[src/rtl/alarm_pkg.sv]
// rtl/alarm_pkg.sv - shared types and default parameters for the alarm ringer
//
// Purpose: ringer state encoding and default timing/snooze parameters used by
//          alarm_ringer and ringer_beep_gen.
// Ports:   none (package).
package alarm_pkg;

  typedef enum logic [1:0] {
    IDLE   = 2'd0,
    RING   = 2'd1,
    SNOOZE = 2'd2
  } ring_state_e;

  localparam int BEEP_PERIOD_DEF    = 8;
  localparam int RING_TIMEOUT_S_DEF = 60;
  localparam int SNOOZE_S_DEF       = 300;
  localparam int MAX_SNOOZE_DEF     = 3;

endpackage

[src/rtl/ringer_beep_gen.sv]
// rtl/ringer_beep_gen.sv - beep pattern counter for the alarm ringer
//
// Purpose: free-running 0..BEEP_PERIOD-1 counter with synchronous clear and
//          count enable; pattern is high for the first half of each period.
// Ports:
//   clk     in  clock
//   clear   in  synchronous clear to 0 (wins over enable)
//   enable  in  advance the counter this cycle
//   pattern out high while the count is in the first half of the period
module ringer_beep_gen
  import alarm_pkg::*;
#(
  parameter int BEEP_PERIOD = BEEP_PERIOD_DEF
) (
  input  logic clk,
  input  logic clear,
  input  logic enable,
  output logic pattern
);

  localparam int CW = $clog2(BEEP_PERIOD);

  logic [CW-1:0] beep_cnt;

  always_ff @(posedge clk) begin
    if (clear) begin
      beep_cnt <= '0;
    end else if (enable) begin
      beep_cnt <= (beep_cnt == CW'(BEEP_PERIOD - 1)) ? '0 : beep_cnt + CW'(1);
    end
  end

  assign pattern = (beep_cnt < CW'(BEEP_PERIOD / 2));

endmodule

[src/rtl/alarm_ringer.sv]
// rtl/alarm_ringer.sv - buzzer sequencer with snooze, stop and ring timeout
//
// Purpose: turns the rising edge of alarm_triggered into a beeping ring,
//          handles snooze/stop button pulses and silences after a timeout.
//          Optional macro ALARM_RINGER_ESCALATE_EN: once all snoozes are used,
//          the buzzer is driven steadily while ringing instead of pulsed.
// Ports:
//   clk, rst         clock, synchronous active-high reset
//   alarm_triggered  alarm level from the clock core (rising edge starts a ring)
//   sec_tick         one-cycle pulse per second
//   snooze, stop     one-cycle debounced button pulses
//   buzzer           beep drive
//   ringing          high while ringing
//   snoozing         high while snoozed
//   snooze_count     snoozes used in the current alarm event
//   missed           one-cycle pulse when ringing times out unanswered
module alarm_ringer
  import alarm_pkg::*;
#(
  parameter int BEEP_PERIOD    = BEEP_PERIOD_DEF,
  parameter int RING_TIMEOUT_S = RING_TIMEOUT_S_DEF,
  parameter int SNOOZE_S       = SNOOZE_S_DEF,
  parameter int MAX_SNOOZE     = MAX_SNOOZE_DEF
) (
  input  logic                              clk,
  input  logic                              rst,
  input  logic                              alarm_triggered,
  input  logic                              sec_tick,
  input  logic                              snooze,
  input  logic                              stop,
  output logic                              buzzer,
  output logic                              ringing,
  output logic                              snoozing,
  output logic [$clog2(MAX_SNOOZE+1)-1:0]   snooze_count,
  output logic                              missed
);

  localparam int SCW = $clog2(MAX_SNOOZE + 1);
  localparam int RW  = $clog2(RING_TIMEOUT_S + 1);
  localparam int SW  = $clog2(SNOOZE_S + 1);

  localparam logic [SCW-1:0] SC_MAX   = SCW'(MAX_SNOOZE);
  localparam logic [RW-1:0]  RING_END = RW'(RING_TIMEOUT_S - 1);
  localparam logic [SW-1:0]  SNZ_END  = SW'(SNOOZE_S - 1);

  ring_state_e   state;
  logic          trig_q;
  logic [RW-1:0] ring_sec;
  logic [SW-1:0] snz_sec;
  logic          edge_seen;
  logic          snz_expire;
  logic          enter_ring;
  logic          pattern;

  assign edge_seen  = alarm_triggered & ~trig_q;
  assign snz_expire = (state == SNOOZE) & ~stop & sec_tick & (snz_sec == SNZ_END);
  // Every entry into RING restarts the beep so the first ringing cycle is high.
  assign enter_ring = ((state == IDLE) & edge_seen) | snz_expire;

  ringer_beep_gen #(
    .BEEP_PERIOD(BEEP_PERIOD)
  ) u_beep (
    .clk    (clk),
    .clear  (rst | enter_ring),
    .enable (state == RING),
    .pattern(pattern)
  );

  always_ff @(posedge clk) begin
    // trig_q keeps sampling during reset so a level still high when reset
    // releases is not mistaken for a fresh edge.
    trig_q <= alarm_triggered;
    if (rst) begin
      state        <= IDLE;
      ring_sec     <= '0;
      snz_sec      <= '0;
      snooze_count <= '0;
      missed       <= 1'b0;
    end else begin
      missed <= 1'b0;
      case (state)
        IDLE: begin
          if (edge_seen) begin
            state        <= RING;
            snooze_count <= '0;
            ring_sec     <= '0;
          end
        end
        RING: begin
          if (stop) begin
            state        <= IDLE;
            snooze_count <= '0;
          end else if (snooze && (snooze_count < SC_MAX)) begin
            state        <= SNOOZE;
            snooze_count <= snooze_count + SCW'(1);
            snz_sec      <= '0;
          end else if (sec_tick) begin
            // A snooze refused at the limit has no effect, so the tick
            // still counts toward the timeout.
            if (ring_sec == RING_END) begin
              state  <= IDLE;
              missed <= 1'b1;
            end else begin
              ring_sec <= ring_sec + RW'(1);
            end
          end
        end
        SNOOZE: begin
          if (stop) begin
            state        <= IDLE;
            snooze_count <= '0;
          end else if (sec_tick) begin
            if (snz_sec == SNZ_END) begin
              state    <= RING;
              ring_sec <= '0;
            end else begin
              snz_sec <= snz_sec + SW'(1);
            end
          end
        end
        default: state <= IDLE;
      endcase
    end
  end

  assign ringing  = (state == RING);
  assign snoozing = (state == SNOOZE);

`ifdef ALARM_RINGER_ESCALATE_EN
  assign buzzer = ringing & (pattern | (snooze_count == SC_MAX));
`else
  assign buzzer = ringing & pattern;
`endif

endmodule

[config.mk]
export PLATFORM = sky130hd
export DESIGN_NAME = alarm_ringer
export DESIGN_NICKNAME = d
export VERILOG_FILES = /design/src/rtl/alarm_pkg.sv /design/src/rtl/ringer_beep_gen.sv /design/src/rtl/alarm_ringer.sv
export SDC_FILE = /design/constraint.sdc
export NUM_CORES = 1
export LEC_CHECK = 0
export CELL_PAD_IN_SITES_DETAIL_PLACEMENT = 1
export CELL_PAD_IN_SITES_GLOBAL_PLACEMENT = 2
export CORE_MARGIN = 1.5
export CORE_UTILIZATION = 34
export DETAILED_ROUTE_END_ITERATION = 16
export MAX_ROUTING_LAYER = met4
export PLACE_DENSITY_LB_ADDON = 0.1
export SLEW_MARGIN = 20
export SYNTH_ARGS = -nofsm -noshare
export SYNTH_HDL_FRONTEND = slang
export SYNTH_SLANG_ARGS = --single-unit
[constraint.sdc]
create_clock -name clk -period 2.02 [get_ports clk]
set_clock_uncertainty 0.15 [all_clocks]
set_input_delay 0.505 -clock clk [delete_from_list [all_inputs] [get_ports clk]]
set_output_delay 0.505 -clock clk [all_outputs]
set_load 0.1 [all_outputs]
== Word level (Yosys, flattened, before mapping) ==
Index checks and enable logic that the tools add are counted.

* Add/subtract/negate cells: 4
* Order comparisons: 2
* Equality and inequality tests: 21
* Multiplexer cells: 31
* Bitwise gates (word level): 12
* Reductions and logical operators: 9

{| class="wikitable"
|+ Operators with widths
! cell !! count
|-
| $mux 6 || 8
|-
| $mux 9 || 5
|-
| $mux 2 || 12
|-
| $ne 2x2->1 const B || 9
|-
| $pmux 6 s3 || 1
|-
| $pmux 9 s2 || 1
|-
| $pmux 2 s3 || 2
|-
| $add 9x1->9 const B || 1
|-
| $eq 9x9->1 const B || 1
|-
| $reduce_and 9->1 || 1
|-
| $add 6x1->6 const B || 1
|-
| $and 1x1->1 || 6
|-
| $eq 6x6->1 const B || 1
|-
| $ne 3x2->1 const B || 2
|-
| $reduce_and 6->1 || 1
|-
| $reduce_and 5->1 || 1
|-
| $reduce_or 5->1 || 1
|-
| $ne 2x1->1 const B || 2
|-
| $ne 4x2->1 const B || 1
|-
| $ne 4x3->1 const B || 1
|-
| $not 1->1 || 4
|-
| $reduce_and 4->1 || 1
|-
| $add 3x1->3 const B || 1
|-
| $eq 3x3->1 const B || 1
|-
| other kinds (13) || 14
|}

* Register bits after elaboration: 24
* Input port bits: 6

== Depth between registers and ports, before layout ==
Gate-level depths: netlist (run 1).

* Depth after elaboration: 6
* Gate-level depth with buffers: 7

== By module ==
A second synthesis (run 1) with hierarchy kept.

* Cell total of the unflattened synthesis: 148
* Area, all modules: 1,343.8 um^2

{| class="wikitable"
|+ By module, submodules not included
! module !! times used !! cells each !! area an instance (um^2) !! sequential area each (um^2)
|-
| alarm_ringer || 1 || 134 || 1,198.6 || 420.4
|-
| ringer_beep_gen || 1 || 14 || 145.1 || 60.1
|}

== Least setup slack after synthesis (run 1) ==
OpenSTA, ideal clock, no wires.

* Path type: flip-flop to output port
* From: register state[1]
* To: output buzzer
* Arrival time: 2.021 ns
* Data required time: 1.365 ns
* Path slack: -0.656 ns
* Stages on the path, launching flop included: 5
* Path buffers: 2
* Path through: dfxtp_1 > buf_6 > nand2b_4 > clkbuf_1 > nor2_1

* Longest elaborated chain between the ends: 2

{| class="wikitable"
|+ Ends and longest elaborated chain
! what !! line !! RTL
|-
| from (decl) || alarm_ringer.sv:46 || <nowiki>ring_state_e state;</nowiki>
|-
| from (signal assigned) || alarm_ringer.sv:74 || <nowiki>state <= IDLE;</nowiki>
|-
| from (signal assigned) || alarm_ringer.sv:84 || <nowiki>state <= RING;</nowiki>
|-
| from (signal assigned) || alarm_ringer.sv:91 || <nowiki>state <= IDLE;</nowiki>
|-
| $eq 2x1->1 || alarm_ringer.sv:126 || <nowiki>assign ringing = (state == RING);</nowiki>
|-
| $and 1x1->1 || alarm_ringer.sv:132 || <nowiki>assign buzzer = ringing & pattern;</nowiki>
|-
| to (decl) || alarm_ringer.sv:31 || <nowiki>output logic buzzer,</nowiki>
|}

Every way passes these cells.

== Worst setup path in the final report (run 1) ==
* From: register state[0]
* To: output snoozing

* Longest elaborated chain between the ends: 1

{| class="wikitable"
|+ Ends and longest elaborated chain
! what !! line !! RTL
|-
| $eq 2x2->1 || alarm_ringer.sv:127 || <nowiki>assign snoozing = (state == SNOOZE);</nowiki>
|-
| to (decl) || alarm_ringer.sv:33 || <nowiki>output logic snoozing,</nowiki>
|}

Every way passes these cells.

==> results_dict.tcl, run 1 <==
set metrics [dict create \
    drtIter0Drc 62 \
    vdd_drop_max_v 0.0002035 \
    finalHoldViolCount 0 \
    period_needed_ps 1960 \
    via_count 1338 \
    hold_path.class "flip-flop to flip-flop" \
    cts_tree "yes" \
    synth_edf_count 0 \
    crit_path_start "state[0]" \
    diodes 0 \
    reg2reg_slack_ps 90 \
    grt_pass1_wl_mm 6.486 \
    ios 12 \
    reg2reg_depth 6 \
    avgSynthCellArea_um2 8.280 \
    critPathRequiredTime_ps 1360 \
    power_density_mw_per_mm2 499.6 \
    final_net_count 211 \
    numPortBuffers 11 \
    wirelength_mm 3.682 \
    final-max-slew-violation-count 0 \
    dr.pass1.iters 4 \
    die_y_um 65.81 \
    drc_errors 0 \
    drt.antenna.violating_nets 0 \
    globalplace.congestion 0.8147 \
    regToRegEndpoint "ring_sec[4]" \
    layout_setup_ws_ps 60.47 \
    max_freq_mhz 510.3 \
    synth_flop_cell "dfxtp_1" \
    rr_startpoint "snooze_count[0]" \
    vias_per_cell 5.417 \
    start_util_pct 36.09 \
    finalNonFillerCells 247 \
    coreArea_mm2 0.003716 \
    rsz0062_at_grt "no" \
    row_count 22 \
    dp_cells 239 \
    fin_setup_tns_ps 0 \
    worst_slew_pin_slew_ps 310.0 \
    die_area_mm2 0.004331 \
    end_kind "primary output" \
    ys_types 44 \
    drive_gt1_share_pct 29.65 \
    wire_per_inst_um 14.91 \
    holdCritStartpoint "snooze_count[1]" \
    clockBufferDepth 2 \
    grt_pass1_vias 1389 \
    ys_seq_area_share_pct 35.82 \
    slew_headroom_pct 79.28 \
    setup_violations 0 \
    dpl.hpwl_mm 2.868 \
    finalCritPeriodShare_pct 97.01 \
    cts_buffers 3 \
    synth_fp_nets 173 \
    yosysWarnings 0 \
    synth-seq-cells 24 \
    path_max_fanout 5 \
    numClockSinks 24 \
    crit_path_end "snoozing" \
    status "completed" \
    htreeDepth 1 \
    die_w_um 65.81 \
    syn2layout_area_growth_pct 39.37 \
    place_area_mm2 0.001738 \
    hold_buffers 0 \
    worstSetupPathType "flip-flop to primary output" \
    syn-cell-area_mm2 0.001341 \
    root_buffer "clkbuf_8" \
    p_leak_nw 0.6817 \
    grt_usage_pct 19.67 \
    cap_violations 0 \
    fin_area_mm2 0.001869 \
    synthArstFlopShare_pct 0 \
    clk_latency_ps 270 \
    place_ws_ps -412.2 \
    antenna_found_initial 0 \
    grt_max_degree 14 \
    clkTransAtPathRegs_ps 90 \
    synthCells 162 \
    grt_overflow 0 \
    cp_data_arrival_time_ps 1300 \
    crit_path_start_kind "flip-flop" \
]
==> what timing repair did <==
item,4_1_cts,5_1_grt
buffers inserted,1,3
hold endpoints to repair,0,0
gates resized for setup,7,10
endpoints found under the setup margin,8,11
pin swaps,3,2
==> power by group <==
| part | leakage (nW) | switching, W | internal, W |
|---|---|---|---|
| logic | 0.463 | 0.0000855 | 0.0000715 |
| registers | 0.196 | 0.00000437 | 0.000474 |
| clock network | 0.0228 | 0.000158 | 0.000141 |
==> routing by layer <==
layer	track usage, %	vias to the layer above	wire, um
li1	-	670	-
met2	31.06	20	1820
met3	2.555	4	80
met4	6.250	0	35
met5	-	-	0
met1	26.19	644	1746
==> flip-flops by register name, indices dropped and copies added, names as in the netlist <==
name	flops
trig_q	1
snooze_count	2
ring_sec	6
snz_sec	9
u_beep.beep_cnt	3
missed	1
state	2
==> stage by stage <==
stage,total power (W),utilization (%),hold WS (ps)
final,0.0009339,50.30,366.9
after detailed placement,0.0006402,46.77,352.8
after global routing,0.0009894,50.30,405.7
after floorplan,0.0005682,-,311.3
after global placement,0.0006355,46.77,325.7
after CTS,0.0009461,48.69,370.2
==> worst min path at each step <==
stage	to	slack, ps	cells past startpoint
after floorplan	u_beep.beep_cnt[1]	310	2
after CTS	snooze_count[1]	370	2
after detailed placement	snooze_count[1]	350	2
after global routing	snooze_count[1]	410	2
after global placement	u_beep.beep_cnt[1]	330	2
final	snooze_count[1]	370	2
==> cell type report <==
class                      count  area, um^2
timing repair buffer          40       391.6
fill                         434        1847
sequential                    24       491.7
clock buffer                   4       45.04
tap                           48       60.06
inverter                       4       18.77
multi-input combinational    127       862.1
==> cell usage after synthesis (2+ instances only) <==
cell      instances  share of area (%)
dfxtp_1          24                 36
nor2_1           20                5.6
a21oi_1          14                5.2
nor3_1           14                5.2
nand2b_1          8                3.7
nand3_1           8                3.0
o21ai_0           7                2.6
ha_1              5                4.7
nand4_1           5                2.3
xnor2_1           5                3.3
a31oi_1           4                1.9
inv_1             4                1.1
nand2_1           4                1.1
clkbuf_1          3               0.84
buf_2             2               0.75
mux2i_1           2                1.5
nand4b_1          2                1.3
nor2b_1           2               0.93
nor3b_1           2                1.1
nor3b_2           2                1.9
o32ai_1           2                1.3
==> worst max-delay path: stages (launching register included) <==
cell	delay, ps
dfxtp_1	370
nand2b_2	240
inv_1	210
buf_12	210
==> placed cells by master (no fill, tap or decap), types with 2 or more instances in the layout <==
cell	instances
xnor2_1	5
nor2_1	18
buf_12	6
nor3_2	2
nand4b_1	2
o21ai_0	7
dlymetal6s2s_1	2
nand2b_1	7
dfxtp_4	3
mux2i_1	2
clkbuf_8	3
buf_4	29
dfxtp_1	21
clkdlybuf4s50_1	2
inv_1	3
nand4_1	5
a31oi_1	4
nor3_1	12
nor3b_2	2
nor3b_1	2
a21oi_1	14
ha_1	4
nand2_1	4
nor4b_2	2
nand3_1	8
==> logic make-up (layout without fill, tap and decap cells) <==
logic type      count (synthesis)  in the layout  synth area share, %
compound gates                 37             37                16.98
xor+xnor                        5              5                3.265
fa+ha+maj                       5              5                4.664
buf+inv                        11             48                3.824
flops                          24             24                35.82
mux                             2              2                1.493
simple gates                   78             78                33.96
No activity file was read; power rests on OpenSTA's default activity.
==> run 2: changes to the inputs <==
--- a/config.mk
+++ b/config.mk
@@ -8,8 +8,9 @@
 export CELL_PAD_IN_SITES_DETAIL_PLACEMENT = 1
 export CELL_PAD_IN_SITES_GLOBAL_PLACEMENT = 2
 export CORE_MARGIN = 1.5
-export CORE_UTILIZATION = 34
+export CORE_UTILIZATION = 37
 export DETAILED_ROUTE_END_ITERATION = 16
+export DONT_BUFFER_PORTS = 1
 export MAX_ROUTING_LAYER = met4
 export PLACE_DENSITY_LB_ADDON = 0.1
 export SLEW_MARGIN = 20
==> run 2 against run 1 <==
Against the previous run:
- global-route usage increased by 0.73 points
- final cell count shrank 8.9%
- worst hold slack worse by 320 ps
- non-clock buffer count down 20
- final area down 13%
- via count is 6.9% lower
- sequential share of layout area increased by 4.0 points
- utilization is 2.8 points lower
- clock power shrank 10%
- register-to-register slack gained 50 ps
- power down 7.3%
- routed wire length fell by 5.4%
==> results_dict.tcl, run 2 (synthesis results as in run 1) <==
set metrics [dict create \
    layout_common_cells "20 x dfxtp_1, 18 x nor2_1, 16 x buf_4" \
    switching_share_pct 26.68 \
    ios 12 \
    worst-path-buf-inv 2 \
    wirelength_mm 3.485 \
    htreeDepth 1 \
    drtIter0Drc 54 \
    power_density_mw_per_mm2 533.2 \
    finalCritPeriodShare_pct 96.97 \
    vdd_drop_max_v 0.0001965 \
    multi_input_area_um2 830.8 \
    reg_top3 "snz_sec (9), ring_sec (6), u_beep.beep_cnt (3)" \
    cap_violations 0 \
    drt.antenna.violating_nets 0 \
    grt_pass1_wl_mm 6.285 \
    grt_max_degree 22 \
    place_ws_ps 20.05 \
    top_register "snz_sec" \
    vias_per_cell 5.538 \
    rr_startpoint "snooze_count[0]" \
    die_w_um 63.21 \
    clk_latency_ps 330 \
    antenna_found_initial 0 \
    layout_setup_ws_ps 61.12 \
    place_area_mm2 0.001543 \
    dpl.hpwl_mm 2.566 \
    coreArea_mm2 0.003416 \
    diodes 0 \
    worst_slew_pin_slew_ps 474.4 \
    dp_cells 218 \
    dr.pass1.iters 4 \
    crit_family "buffers and inverters" \
    grt_usage_pct 20.40 \
    fillerInstances 416 \
    holdCritStartpoint "alarm_triggered" \
    status "completed" \
    finalHoldViolCount 0 \
    cts_buffers 3 \
    end_kind "primary output" \
    numPortBuffers 0 \
    p_leak_nw 0.5633 \
    power.internal_w 0.0006349 \
    seqCellArea_um2 493.0 \
    power.switching_w 0.0002310 \
    worstSetupPathType "flip-flop to primary output" \
    start_util_pct 39.27 \
    pwr-share-comb_pct 13.7 \
    cpMaxStageDelayCell "dfxtp_4" \
    wire_per_inst_um 15.49 \
    via_count 1246 \
    syn2layout_area_growth_pct 21.08 \
    power_w 0.0008660 \
    die_area_mm2 0.003996 \
    globalplace.congestion 0.8008 \
    max_freq_mhz 510.5 \
    fin_area_mm2 0.001624 \
    cts_tree "yes" \
    clockBufferDepth 2 \
    setup_violations 0 \
    cp_data_arrival_time_ps 1300 \
    clockPowerShare_pct 31.0 \
    grt_overflow 0 \
    crit_path_start "state[1]" \
    largest_reg_flops 9 \
    finalNonFillerCells 225 \
    drive_gt1_share_pct 21.23 \
    critPathRequiredTime_ps 1360 \
    path_max_fanout 8 \
    drc_errors 0 \
    slew_headroom_pct 67.93 \
    die_y_um 63.21 \
    root_buffer "clkbuf_4" \
    crit_chain "nand2b_4 -> inv_1 -> buf_12" \
    hold_path.class "input pin to flip-flop" \
    clkTransAtPathRegs_ps 130 \
    numClockSinks 24 \
    final-max-slew-violation-count 0 \
    row_count 21 \
    final_net_count 191 \
    slowest_delay_ps 380 \
    pwr-share-seq_pct 55.3 \
    final_common_cell "dfxtp_1" \
    hold_buffers 0 \
    period_needed_ps 1959 \
    grt_pass1_vias 1338 \
    fin_setup_tns_ps 0 \
    crit_path_start_kind "flip-flop" \
]
[run 2: cell count changes in the layout (fill, tap and decap cells not counted), moves of 2 or more]
cell | before | now
dlymetal6s2s_1 | 2 | 0
clkbuf_8 | 3 | 1
clkbuf_4 | 0 | 3
clkdlybuf4s50_1 | 2 | 0
nor3_1 | 12 | 14
nor3_2 | 2 | 0
buf_4 | 29 | 16
buf_12 | 6 | 3
[run 2: power by group through the flow]
stage / Sequential, W / Clock [W] / Combinational [W]
after floorplan: 0.000491 / 0 / 0.0000768
after global placement: 0.000489 / 0 / 0.000106
after detailed placement: 0.000490 / 0 / 0.000109
after CTS: 0.000480 / 0.000281 / 0.000109
after global routing: 0.000480 / 0.000306 / 0.000129
final: 0.000479 / 0.000269 / 0.000119
[run 2: layer usage]
layer	part of all wire (%)	track usage, %
met5	0	-
met4	1.7	8.152
met3	1.7	2.321
met2	53	37.50
met1	43	22.37
[run 2: area by class of cell]
cell class / count / area share (%)
Tap cell: 46 / 3.544
Sequential cell: 24 / 30.35
Multi-Input combinational cell: 127 / 51.16
Timing Repair Buffer: 20 / 11.79
Clock buffer: 4 / 2.234
Inverter: 4 / 0.9245
[run 2: path summary, 6_finish.rpt]
| kind | slack [ps] | depth (start not counted) | to |
|---|---|---|---|
| setup / recovery | 60 | 3 | ringing |
| hold / removal | 40 | 0 | trig_q |
| hold reg to reg | 380 | 2 | ring_sec[1] |
| setup reg to reg | 140 | 6 | ring_sec[3] |
[run 2: stage by stage]
stage,util (%),hold slack (ps)
floorplan,-,311.3
global placement,45.16,324.0
detailed placement,45.16,364.7
CTS,46.30,33.35
global route,47.55,16.49
finish,47.55,43.70
[run 2: repair_timing]
item	4_1_cts	5_1_grt
endpoints found under the setup margin	1	8
setup buffers	0	3
resized for setup	2	5
==> run 3: changes to the inputs <==
--- a/config.mk
+++ b/config.mk
@@ -8,7 +8,8 @@
 export CELL_PAD_IN_SITES_DETAIL_PLACEMENT = 1
 export CELL_PAD_IN_SITES_GLOBAL_PLACEMENT = 2
 export CORE_MARGIN = 1.5
-export CORE_UTILIZATION = 37
+export CORE_UTILIZATION = 39
+export CTS_BUF_LIST = sky130_fd_sc_hd__clkbuf_2
 export DETAILED_ROUTE_END_ITERATION = 16
 export DONT_BUFFER_PORTS = 1
 export MAX_ROUTING_LAYER = met4
==> run 3 against run 2 <==
Against the previous run:
- die area is 4.9% lower
- final cell count is 1.8% higher
- register-to-register slack got worse by 20 ps
- fmax is 0.22% higher
- flip-flop and latch count stayed put
- worst setup slack improved by 4.4 ps
- via count increased by 2.0%
- sequential power is essentially flat
- sequential share of layout area down 0.66 points
- non-clock buffer count grew 4
==> results_dict.tcl, run 3 (synthesis results as in run 1) <==
set metrics [dict create \
    status "completed" \
    worstSetupPathType "flip-flop to primary output" \
    reg2reg_slack_ps 120 \
    clockBufferDepth 2 \
    final_common_cell "dfxtp_1" \
    vias_per_cell 5.550 \
    crit_path_start_kind "flip-flop" \
    reg2reg_depth 6 \
    grt_overflow 0 \
    die_y_um 61.65 \
    dp_cells 219 \
    slew_headroom_pct 72.62 \
    ios 12 \
    crit_path_end "buzzer" \
    grt_pass1_wl_mm 5.796 \
    reg_top3 "snz_sec (9), ring_sec (6), u_beep.beep_cnt (3)" \
    final-max-slew-violation-count 0 \
    drtIter0Drc 49 \
    cpMaxStageDelayCell "dfxtp_4" \
    syn2layout_area_growth_pct 23.79 \
    layout_setup_ws_ps 65.50 \
    wire_per_inst_um 15.33 \
    clkTransAtPathRegs_ps 220 \
    cts_tree "yes" \
    start_util_pct 40.51 \
    root_buffer "clkbuf_2" \
    worst_slew_pin_slew_ps 409.8 \
    dr.pass1.iters 4 \
    regToRegEndpoint "ring_sec[4]" \
    crit_chain "nand2b_4 -> buf_6 -> nor2_4 -> buf_12" \
    layout_common_cells "20 x dfxtp_1, 19 x nor2_1, 17 x buf_4" \
    end_kind "primary output" \
    dpl.hpwl_mm 2.573 \
    drc_errors 0 \
    die_area_mm2 0.003800 \
    power_density_mw_per_mm2 481.4 \
    clk_latency_ps 350 \
    die_w_um 61.65 \
    drt.antenna.violating_nets 0 \
    largest_reg_flops 9 \
    rr_startpoint "state[1]" \
    slowest_delay_ps 410 \
    period_needed_ps 1955 \
    finalNonFillerCells 229 \
    path_max_fanout 7 \
    cp_data_arrival_time_ps 1300 \
    grt_usage_pct 21.37 \
    grt_max_degree 20 \
    diodes 0 \
    numClockSinks 24 \
    coreArea_mm2 0.003311 \
    final_net_count 195 \
    cts_buffers 3 \
    max_freq_mhz 511.6 \
    drive_gt1_share_pct 23.50 \
    htreeDepth 1 \
    place_ws_ps 41.67 \
    rsz0062_at_grt "yes" \
    setup_violations 0 \
    hold_path.class "input pin to flip-flop" \
    numPortBuffers 0 \
    worstHoldPathCells 1 \
    cap_violations 0 \
    antenna_found_initial 0 \
    top_register "snz_sec" \
    vdd_drop_max_v 0.0001816 \
    crit_path_start "state[1]" \
    wirelength_mm 3.511 \
    critPathRequiredTime_ps 1360 \
    finalHoldViolCount 0 \
    finalCritPeriodShare_pct 96.76 \
    p_leak_nw 0.5733 \
    globalplace.congestion 0.7972 \
    row_count 21 \
    grt_pass1_vias 1297 \
    via_count 1271 \
]
run 3: repair_timing:
action,4_1_cts,5_1_grt
buffers inserted,3,0
hold buffers,2,1
hold endpoints to repair,4,4
gates resized for setup,4,9
endpoints found under the setup margin,3,11
run 3: per-stage QoR:
| stage | util [%] | hold WS, ps | instance area, um^2 | total power (W) | setup TNS [ps] |
|---|---|---|---|---|---|
| floorplan | - | 311.3 | 1356 | 0.0005682 | 0 |
| global placement | 46.83 | 324.6 | 1550 | 0.0005944 | 0 |
| detailed placement | 46.83 | 333.5 | 1550 | 0.0005978 | 0 |
| CTS | 48.79 | 7.497 | 1615 | 0.0008052 | 0 |
| global route | 50.15 | 1.541 | 1660 | 0.0008407 | -7.013 |
| finish | 50.15 | 40.61 | 1660 | 0.0007993 | 0 |
run 3: how the worst min path moves through the flow:
stage,slack (ps),start,end
4_1_cts,7,rst,snz_sec[5]
3_5_place_dp,330,u_beep.beep_cnt[1],u_beep.beep_cnt[1]
5_1_grt,2,rst,state[1]
3_3_place_gp,320,u_beep.beep_cnt[1],u_beep.beep_cnt[1]
2_1_floorplan,310,u_beep.beep_cnt[1],u_beep.beep_cnt[1]
6_report,40,rst,state[0]
run 3: metal layers:
layer | vias to the layer above | share of wire [%] | track usage, %
met1 | 618 | 45 | 24.81
met3 | 4 | 1.4 | 2.941
li1 | 641 | - | -
met4 | 0 | 1.3 | 8.511
met2 | 8 | 52 | 36.84
met5 | - | 0 | -
run 3: cell type report:
cell class                 instances  area [um^2]
fill                             419         1650
multi-input combinational        127        844.6
sequential                        24        493.0
timing repair buffer              24        229.0
tap                               46        57.56
inverter                           4        17.52
clock buffer                       3        15.01
clock inverter                     1        3.754
run 3: worst max-delay path: cells and delay by family, from the launching register on:
family	cells	cell delay, ps
flip-flops	1	410
buffers and inverters	2	310
AND/OR/NAND/NOR	2	240
run 3: power by group:
part	switching, W	internal (W)
combinational	0.0000724	0.0000524
sequential	0.00000334	0.000476
clock	0.000152	0.0000430
